$ cat config.mk
export PLATFORM = sky130hd
export DESIGN_NAME = ul_cfg_src
export DESIGN_NICKNAME = d
export VERILOG_FILES = /design/src/rtl/ul_cfg_pkg.sv /design/src/rtl/pp_fifo.sv /design/src/rtl/ul_cfg_src.sv
export SDC_FILE = /design/constraint.sdc
export NUM_CORES = 2
export LEC_CHECK = 0
export CAP_MARGIN = 30
export CORE_MARGIN = 1
export CORE_UTILIZATION = 50
export DETAILED_ROUTE_END_ITERATION = 10
export GPL_TIMING_DRIVEN = 0
export PLACE_DENSITY_LB_ADDON = 0.15
export SYNTH_ARGS = -nofsm -noshare
export SYNTH_HDL_FRONTEND = slang
export SYNTH_SLANG_ARGS = --single-unit
$ cat constraint.sdc
create_clock -name clk -period 4.3 [get_ports clk]
set_input_delay 0.43 -clock clk [delete_from_list [all_inputs] [get_ports clk]]
set_output_delay 0.43 -clock clk [all_outputs]
set_load 0.01 [all_outputs]
$ cat src/rtl/ul_cfg_pkg.sv
// Shared constants and types for the uplink config source and its consumers.
package ul_cfg_pkg;

    localparam int UL_CFG_WORD_W    = 32;
    localparam int UL_CFG_NUM_WORDS = 16;
    localparam int UL_CFG_BUF_DEPTH = 64;
    localparam int UL_CFG_GAP_CYC   = 1;

    typedef enum logic [1:0] {
        IDLE  = 2'd0,
        BURST = 2'd1,
        GAP   = 2'd2
    } ul_src_state_e;

    // Width of a counter able to hold every complete record the buffer can contain.
    function automatic int ul_rec_cnt_w(input int buf_depth, input int num_words);
        return $clog2(buf_depth / (num_words + 1) + 1);
    endfunction

endpackage

$ cat src/rtl/pp_fifo.sv
// First-word-fall-through word FIFO: data_out always shows the oldest entry.
// Pointers wrap modulo DEPTH (power of 2); count is one bit wider than a pointer.
module pp_fifo #(
    parameter int DEPTH      = 64,
    parameter int DATA_WIDTH = 32,
    localparam int PTR_W     = $clog2(DEPTH)
) (
    input  logic                  clk,
    input  logic                  rst_n,
    input  logic                  clear_pointers,
    input  logic                  push,
    input  logic [DATA_WIDTH-1:0] data_in,
    input  logic                  pop,
    output logic [DATA_WIDTH-1:0] data_out,
    output logic [PTR_W:0]        count
);

    logic [DATA_WIDTH-1:0] mem_q [DEPTH];
    logic [PTR_W-1:0]      wr_ptr_q;
    logic [PTR_W-1:0]      rd_ptr_q;
    logic [PTR_W:0]        count_q;
    logic                  full;
    logic                  empty;
    logic                  do_push;
    logic                  do_pop;

    assign full     = (count_q == (PTR_W + 1)'(DEPTH));
    assign empty    = (count_q == '0);
    assign do_push  = push & ~full;
    assign do_pop   = pop & ~empty;
    assign data_out = mem_q[rd_ptr_q];
    assign count    = count_q;

    always_ff @(posedge clk) begin
        if (do_push) begin
            mem_q[wr_ptr_q] <= data_in;
        end
    end

    always_ff @(posedge clk or negedge rst_n) begin
        if (!rst_n) begin
            wr_ptr_q <= '0;
            rd_ptr_q <= '0;
            count_q  <= '0;
        end else if (clear_pointers) begin
            wr_ptr_q <= '0;
            rd_ptr_q <= '0;
            count_q  <= '0;
        end else begin
            if (do_push) begin
                wr_ptr_q <= wr_ptr_q + 1'b1;
            end
            if (do_pop) begin
                rd_ptr_q <= rd_ptr_q + 1'b1;
            end
            case ({do_push, do_pop})
                2'b10:   count_q <= count_q + 1'b1;
                2'b01:   count_q <= count_q - 1'b1;
                default: count_q <= count_q;
            endcase
        end
    end

    no_push_when_full: assert property (@(posedge clk) disable iff (!rst_n) !(push && full));
    no_pop_when_empty: assert property (@(posedge clk) disable iff (!rst_n) !(pop && empty));

endmodule

$ cat src/rtl/ul_cfg_src.sv
// SoC-side config source: buffers host-written records (header + NUM_WORDS data)
// and streams one complete record per soc_req as a gap-free registered burst.
module ul_cfg_src
    import ul_cfg_pkg::*;
#(
    parameter int NUM_WORDS  = UL_CFG_NUM_WORDS,
    parameter int BUF_DEPTH  = UL_CFG_BUF_DEPTH,
    parameter int GAP_CYC    = UL_CFG_GAP_CYC,
    localparam int REC_W     = ul_rec_cnt_w(BUF_DEPTH, NUM_WORDS),
    localparam int CNT_W     = $clog2(BUF_DEPTH) + 1,
    localparam int IDX_W     = $clog2(NUM_WORDS + 1),
    localparam int BCNT_W    = $clog2(NUM_WORDS + 2)
) (
    input  logic                     clk,
    input  logic                     rst_n,
    input  logic                     syn_rst,
    input  logic                     host_wr_vld,
    input  logic [UL_CFG_WORD_W-1:0] host_wr_data,
    output logic                     host_wr_rdy,
    input  logic                     soc_req,
    output logic                     soc_valid,
    output logic [UL_CFG_WORD_W-1:0] soc_cfg_data,
    output logic [REC_W-1:0]         rec_cnt,
    output logic                     burst_done,
    output ul_src_state_e            dbg_state_o
);

    localparam int BURST_LEN = NUM_WORDS + 1;

    ul_src_state_e              state_q;
    logic [IDX_W-1:0]           wr_idx_q;
    logic [IDX_W-1:0]           wr_idx_d;
    logic [REC_W-1:0]           rec_cnt_q;
    logic [REC_W-1:0]           rec_cnt_d;
    logic                       req_pend_q;
    logic                       req_pend_d;
    logic [BCNT_W-1:0]          burst_cnt_q;
    logic [3:0]                 gap_cnt_q;
    logic                       soc_valid_q;
    logic [UL_CFG_WORD_W-1:0]   soc_data_q;
    logic                       burst_done_q;
    logic [BCNT_W:0]            valid_run_q;

    logic [CNT_W-1:0]           word_cnt;
    logic [UL_CFG_WORD_W-1:0]   fifo_dout;
    logic                       push;
    logic                       pop;
    logic                       start;
    logic                       burst_more;
    logic                       rec_done;

    assign host_wr_rdy = (word_cnt < CNT_W'(BUF_DEPTH));
    assign push        = host_wr_vld & host_wr_rdy & ~syn_rst;
    assign rec_done    = push & (wr_idx_q == IDX_W'(NUM_WORDS));
    // Only whole records are counted, so a start always has BURST_LEN words behind it.
    assign start       = (state_q == IDLE) & (req_pend_q | soc_req) & (rec_cnt_q != '0);
    assign burst_more  = (state_q == BURST) & (burst_cnt_q != BCNT_W'(BURST_LEN));
    assign pop         = (start | burst_more) & ~syn_rst;

    pp_fifo #(
        .DEPTH      (BUF_DEPTH),
        .DATA_WIDTH (UL_CFG_WORD_W)
    ) u_fifo (
        .clk            (clk),
        .rst_n          (rst_n),
        .clear_pointers (syn_rst),
        .push           (push),
        .data_in        (host_wr_data),
        .pop            (pop),
        .data_out       (fifo_dout),
        .count          (word_cnt)
    );

    always_comb begin
        wr_idx_d = wr_idx_q;
        if (push) begin
            wr_idx_d = (wr_idx_q == IDX_W'(NUM_WORDS)) ? '0 : wr_idx_q + 1'b1;
        end

        rec_cnt_d = rec_cnt_q;
        if (rec_done && !start) begin
            rec_cnt_d = rec_cnt_q + 1'b1;
        end else if (start && !rec_done) begin
            rec_cnt_d = rec_cnt_q - 1'b1;
        end

        // Requests arriving while one is already pending or a burst is in flight merge.
        req_pend_d = req_pend_q;
        if (start) begin
            req_pend_d = 1'b0;
        end else if (soc_req) begin
            req_pend_d = 1'b1;
        end
    end

    always_ff @(posedge clk or negedge rst_n) begin
        if (!rst_n) begin
            state_q      <= IDLE;
            wr_idx_q     <= '0;
            rec_cnt_q    <= '0;
            req_pend_q   <= 1'b0;
            burst_cnt_q  <= '0;
            gap_cnt_q    <= '0;
            soc_valid_q  <= 1'b0;
            soc_data_q   <= '0;
            burst_done_q <= 1'b0;
        end else if (syn_rst) begin
            state_q      <= IDLE;
            wr_idx_q     <= '0;
            rec_cnt_q    <= '0;
            req_pend_q   <= 1'b0;
            burst_cnt_q  <= '0;
            gap_cnt_q    <= '0;
            soc_valid_q  <= 1'b0;
            soc_data_q   <= '0;
            burst_done_q <= 1'b0;
        end else begin
            wr_idx_q   <= wr_idx_d;
            rec_cnt_q  <= rec_cnt_d;
            req_pend_q <= req_pend_d;
            case (state_q)
                IDLE: begin
                    burst_done_q <= 1'b0;
                    if (start) begin
                        state_q     <= BURST;
                        soc_valid_q <= 1'b1;
                        soc_data_q  <= fifo_dout;
                        burst_cnt_q <= BCNT_W'(1);
                    end
                end
                BURST: begin
                    if (burst_more) begin
                        soc_data_q  <= fifo_dout;
                        burst_cnt_q <= burst_cnt_q + 1'b1;
                    end else begin
                        state_q      <= GAP;
                        soc_valid_q  <= 1'b0;
                        soc_data_q   <= '0;
                        burst_done_q <= 1'b1;
                        gap_cnt_q    <= '0;
                    end
                end
                GAP: begin
                    burst_done_q <= 1'b0;
                    if (gap_cnt_q == 4'(GAP_CYC - 1)) begin
                        state_q <= IDLE;
                    end else begin
                        gap_cnt_q <= gap_cnt_q + 1'b1;
                    end
                end
                default: state_q <= IDLE;
            endcase
        end
    end

    // Length of the soc_valid run up to the previous cycle, saturating.
    always_ff @(posedge clk or negedge rst_n) begin
        if (!rst_n) begin
            valid_run_q <= '0;
        end else if (!soc_valid_q) begin
            valid_run_q <= '0;
        end else if (valid_run_q != '1) begin
            valid_run_q <= valid_run_q + 1'b1;
        end
    end

    burst_len_bound: assert property (@(posedge clk) disable iff (!rst_n)
        !(soc_valid_q && (valid_run_q >= (BCNT_W + 1)'(BURST_LEN))));

    assign soc_valid    = soc_valid_q;
    assign soc_cfg_data = soc_data_q;
    assign rec_cnt      = rec_cnt_q;
    assign burst_done   = burst_done_q;
    assign dbg_state_o  = state_q;

endmodule
======== Word level (Yosys, flattened, before mapping) ========
Memory sizes are Yosys's and may differ from the RTL's.
Index checks and enable logic that the tools add are counted.
cells by class
  mux-type cells .......................... 41
  reduce and logical (&&, ||, !) cells .... 24
  eq/ne operators ......................... 12
  add/subtract/negate cells ............... 9
  magnitude comparators ................... 1
  bitwise gates (word level) .............. 14
operators with widths
  operator                                           count
  two-way mux 32 bit                                 3
  case mux 32 bit (2 select lines)                   1
  two-way mux 5 bit                                  6
  two-way mux 6 bit                                  4
  nonzero test 3 bit                                 6
  != test 3 bit (second input constant)              5
  two-way mux 2 bit                                  7
  case mux 7 bit (2 select lines)                    1
  adder 6 x 1 -> 6 bit (second input constant)       2
  two-way mux 4 bit                                  3
  AND reduction 3 bit                                4
  adder 5 x 1 -> 5 bit (second input constant)       2
  two-way mux 1 bit                                  10
  case mux 5 bit (2 select lines)                    1
  bitwise AND 1 bit                                  9
  case mux 4 bit (2 select lines)                    1
  nonzero test 2 bit                                 4
  adder 7 x 1 -> 7 bit (second input constant)       1
  equality test 7 bit (second input constant)        1
  zero test 7 bit                                    1
  < comparator 7 bit (second input constant)         1
  two-way mux 7 bit                                  1
  subtractor 7 x 1 -> 7 bit (second input constant)  1
  case mux 2 bit (3 select lines)                    1
  other kinds (16)                                   25
word-level totals
  register bits after elaboration ......... 72
  memory bits (writable) .................. 2048
  memories kept ........................... 1
memory list
  name          depth  bits a word  read ports  clocked after memory_dff  wr ports  line           RTL
  u_fifo.mem_q  64     32           1           0                         1         pp_fifo.sv:18  logic [DATA_WIDTH-1:0] mem_q [DEPTH];

======== Longest topological paths before layout ========
  depth in word-level cells ............... 9
  depth in mapped cells ................... 13
  gate-level depth less buffers ........... 13

======== By module ========
From an unflattened synthesis, not the netlist that was laid out.
second synthesis, totals
  cells, all modules ...................... 3586
  area total of the unflattened synthesis .. 80519.7 um2
modules (own cells, without submodules)
  module      seq. area each (um2)  area an instance (um2)  times used  cells an instance
  pp_fifo     61974.4               78173.7                 1           3385
  ul_cfg_src  1326.3                2346.0                  1           201

======== Least setup slack after synthesis ========
No wires, ideal clock.
  path type ............................... flip-flop to flip-flop
  start point ............................. register u_fifo.count_q[6], in the netlist u_fifo.count[6]
  end point ............................... memory u_fifo.mem_q[55][0] (enable)
  required time ........................... 3879 ps
  buffers on the path ..................... 2
  cell stages (with the launch flop) ...... 8
  slack ................................... 1027 ps
  arrival time ............................ 2852 ps
  clock period less this slack ............ 3273 ps
  cell sequence ........................... dfrtp_1 > nand2b_1 > clkbuf_1 > nor2_1 > and2_1 > nand3_1 > clkbuf_1 > nor2_1
on the way
  cells in the longest elaborated chain, start to end .. 6
  elaborated cells between the ends (all ways) .. 8
RTL lines
  what                                         line              RTL
  start, declared                              pp_fifo.sv:21     logic [PTR_W:0] count_q;
  start signal, assigned                       pp_fifo.sv:57     2'b10: count_q <= count_q + 1'b1;
  start signal, assigned                       pp_fifo.sv:58     2'b01: count_q <= count_q - 1'b1;
  start signal, assigned                       pp_fifo.sv:59     default: count_q <= count_q;
  < comparator 7 bit                           ul_cfg_src.sv:52  assign host_wr_rdy = (word_cnt < CNT_W'(BUF_DEPTH));
  bitwise AND 1 bit (2 in series)              ul_cfg_src.sv:53  assign push = host_wr_vld & host_wr_rdy & ~syn_rst;
  bitwise AND 1 bit (*)                        pp_fifo.sv:29     assign do_push = push & ~full;
  two-way mux 1 bit (*)                        pp_fifo.sv:35     if (do_push) begin
  two-way mux 1 bit (implied by the code) (*)  pp_fifo.sv:36     mem_q[wr_ptr_q] <= data_in;
  end, declared                                pp_fifo.sv:18
Mark *: on every way between the ends. The rest lies on a longest branch, timed or not.

======== Worst setup path in the final report ========
  start point ............................. register u_fifo.rd_ptr_q[1]
  end point ............................... register soc_data_q[11], in the netlist soc_cfg_data[11]
on the way
  cells in the longest elaborated chain, start to end .. 4
  elaborated cells between the ends (all ways) .. 5
RTL lines
  what                                          line                                  RTL
  start, declared                               pp_fifo.sv:20                         logic [PTR_W-1:0] rd_ptr_q;
  start signal, assigned                        pp_fifo.sv:54                         rd_ptr_q <= rd_ptr_q + 1'b1;
  memory (64 x 32 bit) (*)                      --
  two-way mux 32 bit, on equally long branches  ul_cfg_src.sv:132, ul_cfg_src.sv:124
  case mux 32 bit (2 select lines) (*)          ul_cfg_src.sv:121                     case (state_q)
  two-way mux 32 bit (*)                        ul_cfg_src.sv:107                     end else if (syn_rst) begin
  end signal, assigned                          ul_cfg_src.sv:127                     soc_data_q <= fifo_dout;
  end signal, assigned                          ul_cfg_src.sv:133                     soc_data_q <= fifo_dout;
  end, declared                                 ul_cfg_src.sv:40                      logic [UL_CFG_WORD_W-1:0] soc_data_q;
Mark *: on every way between the ends. The rest lies on a longest branch, timed or not. The select of a mux whose other input is x is not followed.
A chain may end at the register's enable or synchronous reset.

==> flow_summary.toml <==
[sta]
max_freq_mhz = 235.8
post-route-min-period_ns = 4.240
skew_ns = 0.03232
slew_violations = 0
fin_setup_tns_ns = 0
setup_ws_ns = 0.05966
rsz0062_at_grt = "false"
period_share = 0.9861
finalSetupViolations = 0
max_slew_margin = 0.2313
finalHoldViolCount = 0
tightest_slew_ns = 1.153

[status]
status = "completed"

[floorplan]
coreArea_um2 = 163000
die_area_um2 = 166000
start_util = 0.5044
fp.dieH_um = 407.4
fp.dieW_um = 407.4
io_pins = 76
row_count = 148

[power]
power_uw = 41740
power_frac_seq = 0.544
p_leak_uw = 0.02957
swShare = 0.2005
power.switching_uw = 8368
power_frac_comb = 0.015
p_per_area_nw_per_um2 = 432.6
clkPwrFrac = 0.441
p_int_uw = 33370
ir_drop_uv = 497.3

[cts]
clk_pin_slew_ns = 0.06
h-tree-depth = 4
clk_latency_ns = 0.85
cts_tree = "yes"
cts_max_path_buffers = 3
cts_setup_buffers = 0
clock_sinks = 2120
cts-root-buf = "clkbuf_16"
cts-buffers-inserted = 212

[worst_setup_path]
critical_path_buf_inv_count = 6
end_kind = "register"
worstSetupStartpointType = "register"
crit_top_cell = "buf_2"
cp_data_required_time_ns = 4.99
crit_fanout = 10
cp_top_family = "buffers and inverters"
reg2reg_to = "soc_cfg_data[11]$_DFFE_PN0P_"
reg2reg_depth = 10
timing.rr.start = "u_fifo.rd_ptr_q[1]$_DFFE_PN0P_"
slowest_delay_ns = 0.52
path_cells = "buf_4 -> buf_2 -> buf_4 -> buf_2 -> buf_2 -> buf_2 -> mux2i_1 -> a21oi_1 -> o211ai_1 -> nand2_1"
crit_path_start = "u_fifo.rd_ptr_q[1]$_DFFE_PN0P_"
critPathArrivalTime_ns = 4.93
r2r_slack_ns = 0.06
critPathKind = "register to register"
cp_slowest_cell = "buf_2"

[detailed_routing]
vias = 44000
wl_per_cell_um = 39.72
ant_nets = 0
via_per_inst = 6.639
first_iter_violations = 7412
drc_errors = 0
postRouteWirelength_um = 263200
firstDrtPassIters = 6

[synth]
synth.area.top_cells = "edfxtp_1, mux4_2, mux2i_1, dfrtp_1, a22oi_1"
syn_inst = 3797
yosysSeqAreaShare = 0.7702
syn_nets = 3844
ys_seq_elements = 2120
ys_async_sr_fraction = 0.03396
synth_edf_count = 2048
synth_top_area_frac = 0.7483
yosysWarningCount = 0
syn_area_um2 = 82190
synthFlopType = "edfxtp_1"
synth_top_area_cell = "edfxtp_1"
synth_cell_types = 63
syn_avg_cell_area_um2 = 21.65

[grt]
grt_overflow = 0
antenna_found_initial = 9
grt_max_degree = 65
grt_usage = 0.3171
grt_first_pass_wirelength_um = 354900
grt_pass1_vias = 42510

[placement]
place.gp.congestion = 0.8736
portBuffers = 74
post-place-ws_ns = -0.1664
hpwl_um = 177600

[min_path]
hold_depth = 1
hold_end = "u_fifo.mem_q[62][21]$_DFFE_PP_"
hp-start = "host_wr_data[21]"
hold_path_class = "primary input to register"

[layout]
final_util = 0.5920
multi_input_area_um2 = 17920
nets = 4315
syn_to_final_growth_pct = 17.38
seq_area_um2 = 63300
fillers = 11650
layout-drive-gt1-share = 0.2598

[flow_run]
drv_cap = 0
-- state kept, by name (all words and copies together) (netlist names) --
signal and cells:
gap_cnt_q 4, rec_cnt 2, u_fifo.wr_ptr_q 6, req_pend_q 1, u_fifo.mem_q 2048, burst_done 1
dbg_state_o 2, wr_idx_q 5, u_fifo.count 7, burst_cnt_q 5, soc_valid 1, soc_cfg_data 32
u_fifo.rd_ptr_q 6
-- final cells by class --
class	count	share of cell area
buffer	213	0.01480
timing repair buffer	257	0.04355
sequential	2120	0.6562
clock buffer	280	0.05978
tap	2175	0.02821
inverter	8	0.0003113
clock inverter	116	0.01141
antenna	2	0.00005188
multi-input combinational	1456	0.1857
-- Yosys cell counts, types with 3 or more instances --
cell type	count
buf_4	17
nor4_1	8
dfrtp_1	72
a221o_1	13
and2_1	3
buf_2	50
o21ai_0	24
nand2b_1	9
xor2_1	11
ha_1	10
nand4_1	9
mux4_2	438
a32oi_1	7
buf_12	7
buf_1	16
buf_8	5
or3_1	9
inv_1	8
nand3_1	18
nor2_1	116
o21ai_1	19
nor3_1	20
or2_2	4
edfxtp_1	2048
mux2_2	17
a21oi_1	61
a221oi_1	23
mux4_1	10
nor2b_1	36
xnor2_1	10
clkbuf_1	75
a22o_1	16
mux2i_1	288
nand3b_1	3
a2111oi_0	12
a22oi_1	79
or4_1	4
buf_6	43
o211ai_1	8
nand2_1	93
o22ai_1	27
a211oi_1	26
-- how the worst max path moves through the flow --
| stage | slack, ns | cells past startpoint | endpoint |
|---|---|---|---|
| after detailed placement | -0.17 | 10 | soc_cfg_data[25]$_DFFE_PN0P_ |
| after floorplan | 1.03 | 7 | u_fifo.mem_q[55][0]$_DFFE_PP_ |
| after CTS | 0.06 | 10 | soc_cfg_data[11]$_DFFE_PN0P_ |
| final | 0.06 | 10 | soc_cfg_data[11]$_DFFE_PN0P_ |
| after global placement | -2.90 | 6 | u_fifo.mem_q[48][14]$_DFFE_PP_ |
| after global routing | 0.09 | 10 | soc_cfg_data[11]$_DFFE_PN0P_ |
-- cells by family (layout without fill, tap and decap cells) --
family	Yosys count	in the layout	share of synthesized area
mux	754	754	0.1608
fa+ha+maj	10	10	0.001522
compound gates	329	329	0.02806
buf+inv	221	874	0.01763
other cells	0	2	0
flops	2120	2120	0.7702
xor+xnor	22	22	0.002436
simple gates	341	341	0.01940
-- placed cells by master (no fill, tap or decap), drive strengths merged, types with 10 or more instances in the layout --
| cell type | synthesis | final |
|---|---|---|
| a211oi | 26 | 26 |
| xor2 | 11 | 11 |
| nand2 | 93 | 93 |
| clkdlybuf4s50 | 0 | 41 |
| a22o | 16 | 16 |
| ha | 10 | 10 |
| dlygate4sd3 | 0 | 15 |
| a221oi | 23 | 23 |
| mux2i | 288 | 288 |
| bufinv | 0 | 19 |
| clkbuf | 75 | 356 |
| buf | 138 | 338 |
| o21ai | 43 | 43 |
| nor2b | 36 | 36 |
| nand3 | 18 | 18 |
| edfxtp | 2048 | 2048 |
| a221o | 13 | 13 |
| a2111oi | 13 | 13 |
| clkinv | 0 | 86 |
| nor2 | 116 | 116 |
| mux2 | 18 | 18 |
| a22oi | 79 | 79 |
| o22ai | 28 | 28 |
| a21oi | 62 | 62 |
| dfrtp | 72 | 72 |
| mux4 | 448 | 448 |
| inv | 8 | 16 |
| nor3 | 20 | 20 |
| xnor2 | 11 | 11 |
-- per-stage QoR --
stage	cells	hold slack (ns)	cell area (µm²)
6_report	6627	0.06454	96470
5_1_grt	6625	0.03598	96470
4_1_cts	6618	0.0001666	96390
3_5_place_dp	6207	0.4156	89370
3_3_place_gp	6046	0.4844	85650
2_1_floorplan	3797	0.1344	82190
-- layer usage --
layer / routed length [µm] / track usage
met1: 98930 / 0.4402
met4: 12530 / 0.1380
met5: 36 / 0
met3: 29940 / 0.07267
met2: 121800 / 0.4852
-- power by group through the flow --
stage | Combinational [µW] | Clock (µW) | Sequential (µW)
4_1_cts | 606 | 18500 | 22700
3_3_place_gp | 493 | 0 | 23200
3_5_place_dp | 596 | 0 | 23100
2_1_floorplan | 87.9 | 0 | 23100
6_report | 622 | 18400 | 22700
5_1_grt | 649 | 19300 | 22700
-- repair_timing --
item / 4_1_cts / 5_1_grt
endpoints found under the hold margin: 242 / 0
hold buffers: 15 / 0
endpoints found under the setup margin: 5 / 1
pin swaps: 0 / 0
resized for setup: 2 / 1
No activity file was read; power rests on OpenSTA's default activity.
